===== src/rtl/i_mem_fill_arb.sv =====
// i_mem_fill_arb: arbitrates demand and prefetch instruction-line fill requests
// onto a single i_mem port with at most one outstanding memory transaction.
// A demand that hits the line already being prefetched merges into it.
//
// Ports:
//   clk, rst                      clock, synchronous active-high reset
//   dmd_req_valid/addr/ready      demand fill request channel
//   pf_req_valid/addr/ready       prefetch fill request channel
//   dmd_rsp_valid/tag/data        demand fill response (one-cycle pulse)
//   pf_rsp_valid/tag/data         prefetch fill response (one-cycle pulse)
//   mem_req_valid/addr/ready      line-aligned request to i_mem
//   mem_rsp_valid/data            i_mem line response
//   busy                          transaction in flight
//   timeout_err                   sticky: a WAIT timeout has occurred
module i_mem_fill_arb #(
  parameter int unsigned CL_WIDTH    = 128,
  parameter int unsigned TIMEOUT_CYC = 256,
  localparam int unsigned ADDR_W     = 32,
  localparam int unsigned TAG_W      = 28
) (
  input  logic                clk,
  input  logic                rst,
  input  logic                dmd_req_valid,
  input  logic [ADDR_W-1:0]   dmd_req_addr,
  output logic                dmd_req_ready,
  input  logic                pf_req_valid,
  input  logic [ADDR_W-1:0]   pf_req_addr,
  output logic                pf_req_ready,
  output logic                dmd_rsp_valid,
  output logic [TAG_W-1:0]    dmd_rsp_tag,
  output logic [CL_WIDTH-1:0] dmd_rsp_data,
  output logic                pf_rsp_valid,
  output logic [TAG_W-1:0]    pf_rsp_tag,
  output logic [CL_WIDTH-1:0] pf_rsp_data,
  output logic                mem_req_valid,
  output logic [ADDR_W-1:0]   mem_req_addr,
  input  logic                mem_req_ready,
  input  logic                mem_rsp_valid,
  input  logic [CL_WIDTH-1:0] mem_rsp_data,
  output logic                busy,
  output logic                timeout_err
);

  localparam int unsigned CNT_W = (TIMEOUT_CYC > 2) ? $clog2(TIMEOUT_CYC) : 1;
  localparam logic [CNT_W-1:0] CNT_LAST = CNT_W'(TIMEOUT_CYC - 1);

  typedef enum logic [1:0] {IDLE, REQ, WAIT, RSP} state_t;

  state_t           state;
  state_t           state_nxt;
  logic [TAG_W-1:0] tag;
  logic             owner_pf;
  logic             merged;
  logic [CNT_W-1:0] cnt;
  logic             merge_c;
  logic             timeout_c;
  logic             unused_addr_lsbs;

  // Byte offset within the line never affects the fill.
  assign unused_addr_lsbs = ^{dmd_req_addr[3:0], pf_req_addr[3:0]};

  // State register.
  always_ff @(posedge clk) begin
    if (rst) state <= IDLE;
    else     state <= state_nxt;
  end

  // Next-state, request-channel readiness and memory request strobe.
  always_comb begin
    state_nxt     = state;
    dmd_req_ready = 1'b0;
    pf_req_ready  = 1'b0;
    mem_req_valid = 1'b0;
    merge_c       = 1'b0;
    timeout_c     = 1'b0;
    case (state)
      IDLE: begin
        dmd_req_ready = 1'b1;
        pf_req_ready  = !dmd_req_valid;
        if (dmd_req_valid || pf_req_valid) state_nxt = REQ;
      end
      REQ: begin
        mem_req_valid = 1'b1;
        if (mem_req_ready) state_nxt = WAIT;
      end
      WAIT: begin
        if (mem_rsp_valid) begin
          state_nxt = RSP;
        end else if (cnt == CNT_LAST) begin
          timeout_c = 1'b1;
          state_nxt = REQ;
        end
      end
      RSP:     state_nxt = IDLE;
      default: state_nxt = IDLE;
    endcase
    // A demand for the line already being prefetched rides on that fill.
    if ((state == REQ || state == WAIT) && owner_pf && dmd_req_valid &&
        dmd_req_addr[ADDR_W-1:4] == tag) begin
      merge_c       = 1'b1;
      dmd_req_ready = 1'b1;
    end
  end

  assign mem_req_addr  = {tag, 4'b0000};
  assign busy          = (state != IDLE);
  assign dmd_rsp_valid = (state == RSP) && (!owner_pf || merged);
  assign pf_rsp_valid  = (state == RSP) && owner_pf;

  // Transaction context, timeout counter and per-channel response registers.
  always_ff @(posedge clk) begin
    if (rst) begin
      tag          <= '0;
      owner_pf     <= 1'b0;
      merged       <= 1'b0;
      cnt          <= '0;
      timeout_err  <= 1'b0;
      dmd_rsp_tag  <= '0;
      dmd_rsp_data <= '0;
      pf_rsp_tag   <= '0;
      pf_rsp_data  <= '0;
    end else begin
      if (state == IDLE) begin
        merged <= 1'b0;
        if (dmd_req_valid) begin
          tag      <= dmd_req_addr[ADDR_W-1:4];
          owner_pf <= 1'b0;
        end else if (pf_req_valid) begin
          tag      <= pf_req_addr[ADDR_W-1:4];
          owner_pf <= 1'b1;
        end
      end else if (merge_c) begin
        merged <= 1'b1;
      end

      if (state == REQ)       cnt <= '0;
      else if (state == WAIT) cnt <= cnt + CNT_W'(1);

      if (timeout_c) timeout_err <= 1'b1;

      // Response registers hold their value between pulses.
      if (state == WAIT && mem_rsp_valid) begin
        if (!owner_pf || merged || merge_c) begin
          dmd_rsp_tag  <= tag;
          dmd_rsp_data <= mem_rsp_data;
        end
        if (owner_pf) begin
          pf_rsp_tag  <= tag;
          pf_rsp_data <= mem_rsp_data;
        end
      end
    end
  end

endmodule


===== config.mk =====
export PLATFORM = sky130hd
export DESIGN_NAME = i_mem_fill_arb
export DESIGN_NICKNAME = d
export VERILOG_FILES = /design/src/rtl/i_mem_fill_arb.sv
export SDC_FILE = /design/constraint.sdc
export NUM_CORES = 1
export LEC_CHECK = 0
export CORE_AREA = 2 2 217 219
export DETAILED_ROUTE_END_ITERATION = 7
export DIE_AREA = 0 0 219 221
export GPL_ROUTABILITY_DRIVEN = 0
export PLACE_DENSITY = 0.65
export REMOVE_ABC_BUFFERS = 1
export SYNTH_ARGS = -nofsm -noshare
export SYNTH_HDL_FRONTEND = slang
export SYNTH_SLANG_ARGS = --single-unit

===== constraint.sdc =====
create_clock -name clk -period 3.5 [get_ports clk]
set_input_delay 0.7 -clock clk [delete_from_list [all_inputs] [get_ports clk]]
set_output_delay 0.7 -clock clk [all_outputs]
set_load 0.02 [all_outputs]

After elaboration in Yosys (flattened, before gate mapping)
Index checks and enable logic that the tools add are counted.
{"block": "word_totals", "reg_bits": 353, "inputBits": 198}
{"block": "op_classes", "n_eq_ne": 8, "mux": 17, "n_reduce_logical": 21, "addsub": 1}
{"op": "2-to-1 mux 28 bit", "n": 2}
{"op": "== test 28 bit", "n": 1}
{"op": "2-to-1 mux 1 bit", "n": 10}
{"op": "adder 8 x 1 -> 8 bit (second input constant)", "n": 1}
{"op": "== test 8 bit (second input constant)", "n": 1}
{"op": "2-to-1 mux 2 bit", "n": 4}
{"op": "case mux 2 bit (4 select lines)", "n": 1}
{"op": "logical AND 1 bit", "n": 6}
{"op": "AND reduction 2 bit", "n": 3}
{"op": "== test 2 bit (second input constant)", "n": 2}
{"op": "logical OR 1 bit", "n": 4}
{"op": "inequality test 2 bit (second input constant)", "n": 2}
{"op": "nonzero test 2 bit", "n": 2}
{"op": "OR reduction 2 bit", "n": 2}
{"op": "inequality test 3 bit (second input constant)", "n": 1}
{"op": "AND reduction 3 bit", "n": 1}
{"op": "== test 2 x 1 -> 1 bit (second input constant)", "n": 1}
{"op": "logical NOT 1 bit", "n": 2}
{"op": "logical NOT 2 bit", "n": 1}

Depth between registers and ports, before layout
{"block": "logic_depth", "depth_word": 8, "depth_mapped": 10, "mapped_depth_nobuf": 7}

Worst setup path before layout
Ideal clock, no wire load.
{"block": "synth_path", "kind": "input-to-output", "start": "input dmd_req_valid", "end": "output dmd_req_ready", "path_slack_ns": 0.489, "cell_stages": 9, "t_required_ns": 2.800, "arrival_ns": 2.311, "cell_sequence": "clkbuf_1 -> nand4_1 -> or4_1 -> clkbuf_1 -> or2_1 -> buf_2 -> buf_6 -> buf_6 -> nand2_1"}
{"block": "synth_between", "elab_chain_cells": 3}
{"element": "start, declared", "line": "23", "rtl": "input logic dmd_req_valid,"}
{"element": "logical AND 1 bit (2 in a row)", "line": "98", "rtl": "if ((state == REQ || state == WAIT) && owner_pf && dmd_req_valid &&"}
{"element": "2-to-1 mux 1 bit", "line": "98"}
{"element": "end, declared", "line": "25", "rtl": "output logic dmd_req_ready,"}
No other way between the ends.

Final worst setup path
{"block": "layout_path", "start": "register state[1]", "end": "output dmd_req_ready"}
{"block": "layout_between", "elab_chain_cells": 6, "word_cells_on_any_way": 9, "cone_classes": "eq/ne (2); mux (2); reduce/logical (5)"}
{"element": "start, declared", "line": "49", "rtl": "state_t state;"}
{"element": "start signal, assigned", "line": "65", "rtl": "else state <= state_nxt;"}
{"element": "== test 2 x 1 -> 1 bit or == test 2 bit (tied branches)", "line": "98"}
{"element": "logical OR 1 bit", "line": "98"}
{"element": "logical AND 1 bit (3 in a row)", "line": "98"}
{"element": "2-to-1 mux 1 bit *", "line": "98"}
Every way passes the cells marked *; elsewhere a longest branch is shown, timed or not.

==> results.md <==
- The type of the setup path with the least slack is reg -> out.
- The final wirelength is 58500 µm.
- The run finished with clean final reports.
- The core region is 46100 µm².
- The proportion of layout cells with a drive suffix above 1 is 5.18%.
- The depth of the worst hold-timing path is 2.
- By count the netlist is led by sky130_fd_sc_hd__nand2_1 (473), sky130_fd_sc_hd__dfxtp_1 (353), sky130_fd_sc_hd__clkbuf_1 (230).
- Sequential cells were found to cover 42.9% of the synthesized design area.
- IR analysis of the VDD net gives a maximum drop of 0.330 mV.
- For this design the top-level I/O count stands at 549.
- The maximum buffer depth of the clock tree is 3.
- Once detail routing completed, the nets flagged for antenna violations numbered 0.
- The clock-pin transition on the worst setup and hold timing paths is 0.06 ns.
- Data arrives at the worst endpoint at 2.66 ns.
- The sum of met2 wire segment lengths after detailed routing is 28300 µm.
- Setup violations remaining at the end of the flow were counted as 0.
- Power spread over the standard cell area amounts to 533 nW/µm².
- The path with the worst hold slack has its endpoint at pf_rsp_data[102].
- The number of buffers created by CTS is 41.
- The horizontal die dimension is 219 µm.
- Setup repair after global routing left no endpoint under its margin.
- The die outline area is 48400 µm².
- The hold violation count in the final report is 0.
- The number of max-capacitance violations reported is 0.
- In this run the most critical hold path is launched from pf_rsp_data[102].
- The worst-path maximum fanout is 5.
- The logic depth of the worst register-to-register path is 8.
- The number of vias in the routed layout is 17600.
- OpenSTA, run right after detailed placement, puts the worst setup slack at -0.237 ns.
- The worst register-to-register path ends at dmd_rsp_tag[8].
- The worst-case register-to-register setup slack is 0.42 ns.
- Entering global routing, the biggest net connects 163 pins.
- The effective utilization at floorplan is 35.8%.
- The power after layout is 0.0126 W.
- The cell leakage power is 7.47 nW.
- The most frequently used flop master after synthesis is sky130_fd_sc_hd__dfxtp_1.
- The clock sink total is 353.
- In this run the biggest area consumer among cell types represents 42.9% of the synthesized area.
- Timing would allow up to 297 MHz.
- After the first detailed-routing iteration, the DRC count stood at 1445.
- After detailed routing, the wire length on met1 is 23800 µm.
- CTS built an H-tree with a depth of 2.
- The standard-cell row count is 79.
- The detailed placer's ending HPWL is 38800 µm.
- The tightest hold path in the finished design has a slack of 0.451 ns.
- The total routing resource utilization after global routing is 22.9%.
- The fraction of synthesis flops using an asynchronous set or reset pin is 0%.
- Gates resized during post-CTS repair numbered 1.
- The y dimension of the die is 221 µm.
- The growth of design area from synthesis to finish is 42.8%.
- Port buffering added 536 buffers.
- After layout, the worst path uses 96.1% of the clock period.
- Counting I/O delays and the setup requirement, the final critical path takes 3.36 ns.
- After detailed routing, the number of vias per cell comes to 5.76.
- The clock tree from TritonCTS is done.
- For the final routed database, the setup TNS stands at 0 ns.
- In the routed design, unresolved DRC markers number 0.
- The initial antenna violation count was 2.
- After the last flow step, the layout net total stands at 2627.
- STA classifies the critical path endpoint as an output port.
- For the worst-skew pair, the clock arrives at the later sink with an insertion delay of 0.55 ns.
- The routed length on met3 is 4500 µm.
- Yosys mapped a number of flops with a built-in enable equal to 0.
- The remaining global-route overflow is 0.
- The relative max-transition margin is 34.1%.
- The most common cell in the synthesized netlist is sky130_fd_sc_hd__nand2_1.
- The number of setup buffers added after CTS is 0.
- The post-synthesis instance area is 16500 µm².
- The highest routing layer actually used is met5.
- The via count of the first global-routing pass was 16300.
- The worst register-to-register path begins at state[1].
- Buffers inserted to repair hold after CTS numbered 0.
- For the final database, setup skew stands at 0.00827 ns.
- The flip-flop and latch count after synthesis is 353.
- The minimum setup slack in the final design is 0.136 ns.
- The required time of the critical path is 2.80 ns.
- The instance count of the mapped netlist is 2048.
- The wire length of the first global-routing pass is 90700 µm.
- The slew at the pin closest to its max-slew limit is 0.989 ns.
- After synthesis, the netlist uses 35 different library cells.
- In this run the mean area of a mapped cell was 8.05 µm².
- STA classifies the critical path startpoint as a flop.
- The length of the first detailed-routing pass in iterations is 5.
- The cell at the root of the clock tree is sky130_fd_sc_hd__clkbuf_16.
- The number of pins with negative max-slew slack in the final report is 0.
- The worst min-delay path class is reg -> reg.
- For this run, the number of Yosys warnings is 0.
- Sorting the synthesized cells by area gives the leading types as sky130_fd_sc_hd__dfxtp_1 (43%), sky130_fd_sc_hd__nand2_1 (11%), sky130_fd_sc_hd__o2111ai_1 (8.3%), sky130_fd_sc_hd__o311ai_1 (6.3%), sky130_fd_sc_hd__a31oi_1 (5.9%).
- The top cell type by total area after synthesis is sky130_fd_sc_hd__dfxtp_1.
- The routed wire length per instance is 19.1 µm.
-- per-stage QoR --
stage,cell area [µm²],instances,utilization [%]
finish,23500,3059,51.1
global route,23500,3059,51.1
CTS,23500,3058,51.1
detailed placement,22200,2988,48.2
global placement,22200,2988,48.2
floorplan,15400,1790,-
-- critical path, stage by stage (launching register included) --
cell and delay (ns):
sky130_fd_sc_hd__dfxtp_1 0.40, sky130_fd_sc_hd__inv_1 0.09, sky130_fd_sc_hd__ha_1 0.31, sky130_fd_sc_hd__nand4_1 0.10, sky130_fd_sc_hd__or4_4 0.54, sky130_fd_sc_hd__or2_4 0.26, sky130_fd_sc_hd__nand2_1 0.07, sky130_fd_sc_hd__dlygate4sd2_1 0.33
-- flip-flops by register name (all words and copies together) (netlist names) --
register and count:
tag 28, dmd_rsp_data 128, pf_rsp_tag 28, merged 1
cnt 8, owner_pf 1, state 2, dmd_rsp_tag 28
pf_rsp_data 128, timeout_err 1
-- power by group --
part | leakage, nW | total, W | internal, W | switching [W]
clock | 0.661 | 0.00431 | 0.00260 | 0.00172
combinational | 3.95 | 0.00347 | 0.00139 | 0.00208
sequential | 2.86 | 0.00477 | 0.00439 | 0.000380
-- metal layers --
metal  vias to the layer above  track usage [%]
met2                       584             38.5
met4                         2             7.54
met5                         -                0
met3                       107             6.24
li1                       8487                -
met1                      8440             28.1
-- area by class of cell --
class | count | area, µm²
Inverter | 5 | 26.3
Clock inverter | 9 | 120
Tap cell | 607 | 759
Multi-Input combinational cell | 1432 | 8350
Sequential cell | 353 | 7070
Fill cell | 4335 | 22500
Timing Repair Buffer | 591 | 6000
Clock buffer | 61 | 1210
Antenna cell | 1 | 2.50
-- layout by cell type, fill, tap and decap left out, types with 29 or more instances in the layout --
| cell type | count |
|---|---|
| sky130_fd_sc_hd__clkdlybuf4s50_1 | 533 |
| sky130_fd_sc_hd__nand2_1 | 472 |
| sky130_fd_sc_hd__dfxtp_1 | 353 |
| sky130_fd_sc_hd__a21oi_1 | 161 |
| sky130_fd_sc_hd__nor3_1 | 159 |
| sky130_fd_sc_hd__o2111ai_1 | 156 |
| sky130_fd_sc_hd__a31oi_1 | 156 |
| sky130_fd_sc_hd__o311ai_1 | 118 |
| sky130_fd_sc_hd__clkbuf_16 | 41 |
| sky130_fd_sc_hd__nor2_1 | 39 |
| sky130_fd_sc_hd__o311ai_0 | 38 |
| sky130_fd_sc_hd__buf_4 | 37 |
| sky130_fd_sc_hd__a211oi_1 | 31 |
| sky130_fd_sc_hd__mux2i_1 | 29 |
-- cells by family after synthesis --
group | count (synthesis) | synth area share [%]
and+or+nand+nor | 697 | 17.5
AOI/OAI and AO/OA | 664 | 29.0
DFF | 353 | 42.9
buffers and inverters | 266 | 6.79
xor gates and xnor gates | 33 | 1.75
muxes | 29 | 1.76
adders and majority gates | 5 | 0.380
other | 1 | 0.0228
-- how the worst max path moves through the flow --
stage                      from  slack (ns)              end  cells after the start
3_3_place_gp   dmd_req_addr[18]       -0.18  dmd_rsp_tag[16]                      8
3_5_place_dp   dmd_req_addr[18]       -0.24   dmd_rsp_tag[8]                      8
6_report               state[1]        0.14    dmd_req_ready                      7
4_1_cts                state[0]        0.08    dmd_req_ready                      7
2_1_floorplan          owner_pf       -9.00    dmd_rsp_valid                      2
5_1_grt                state[0]       0.006    dmd_req_ready                      7
Note: power is estimated with default switching activity, not from simulation.
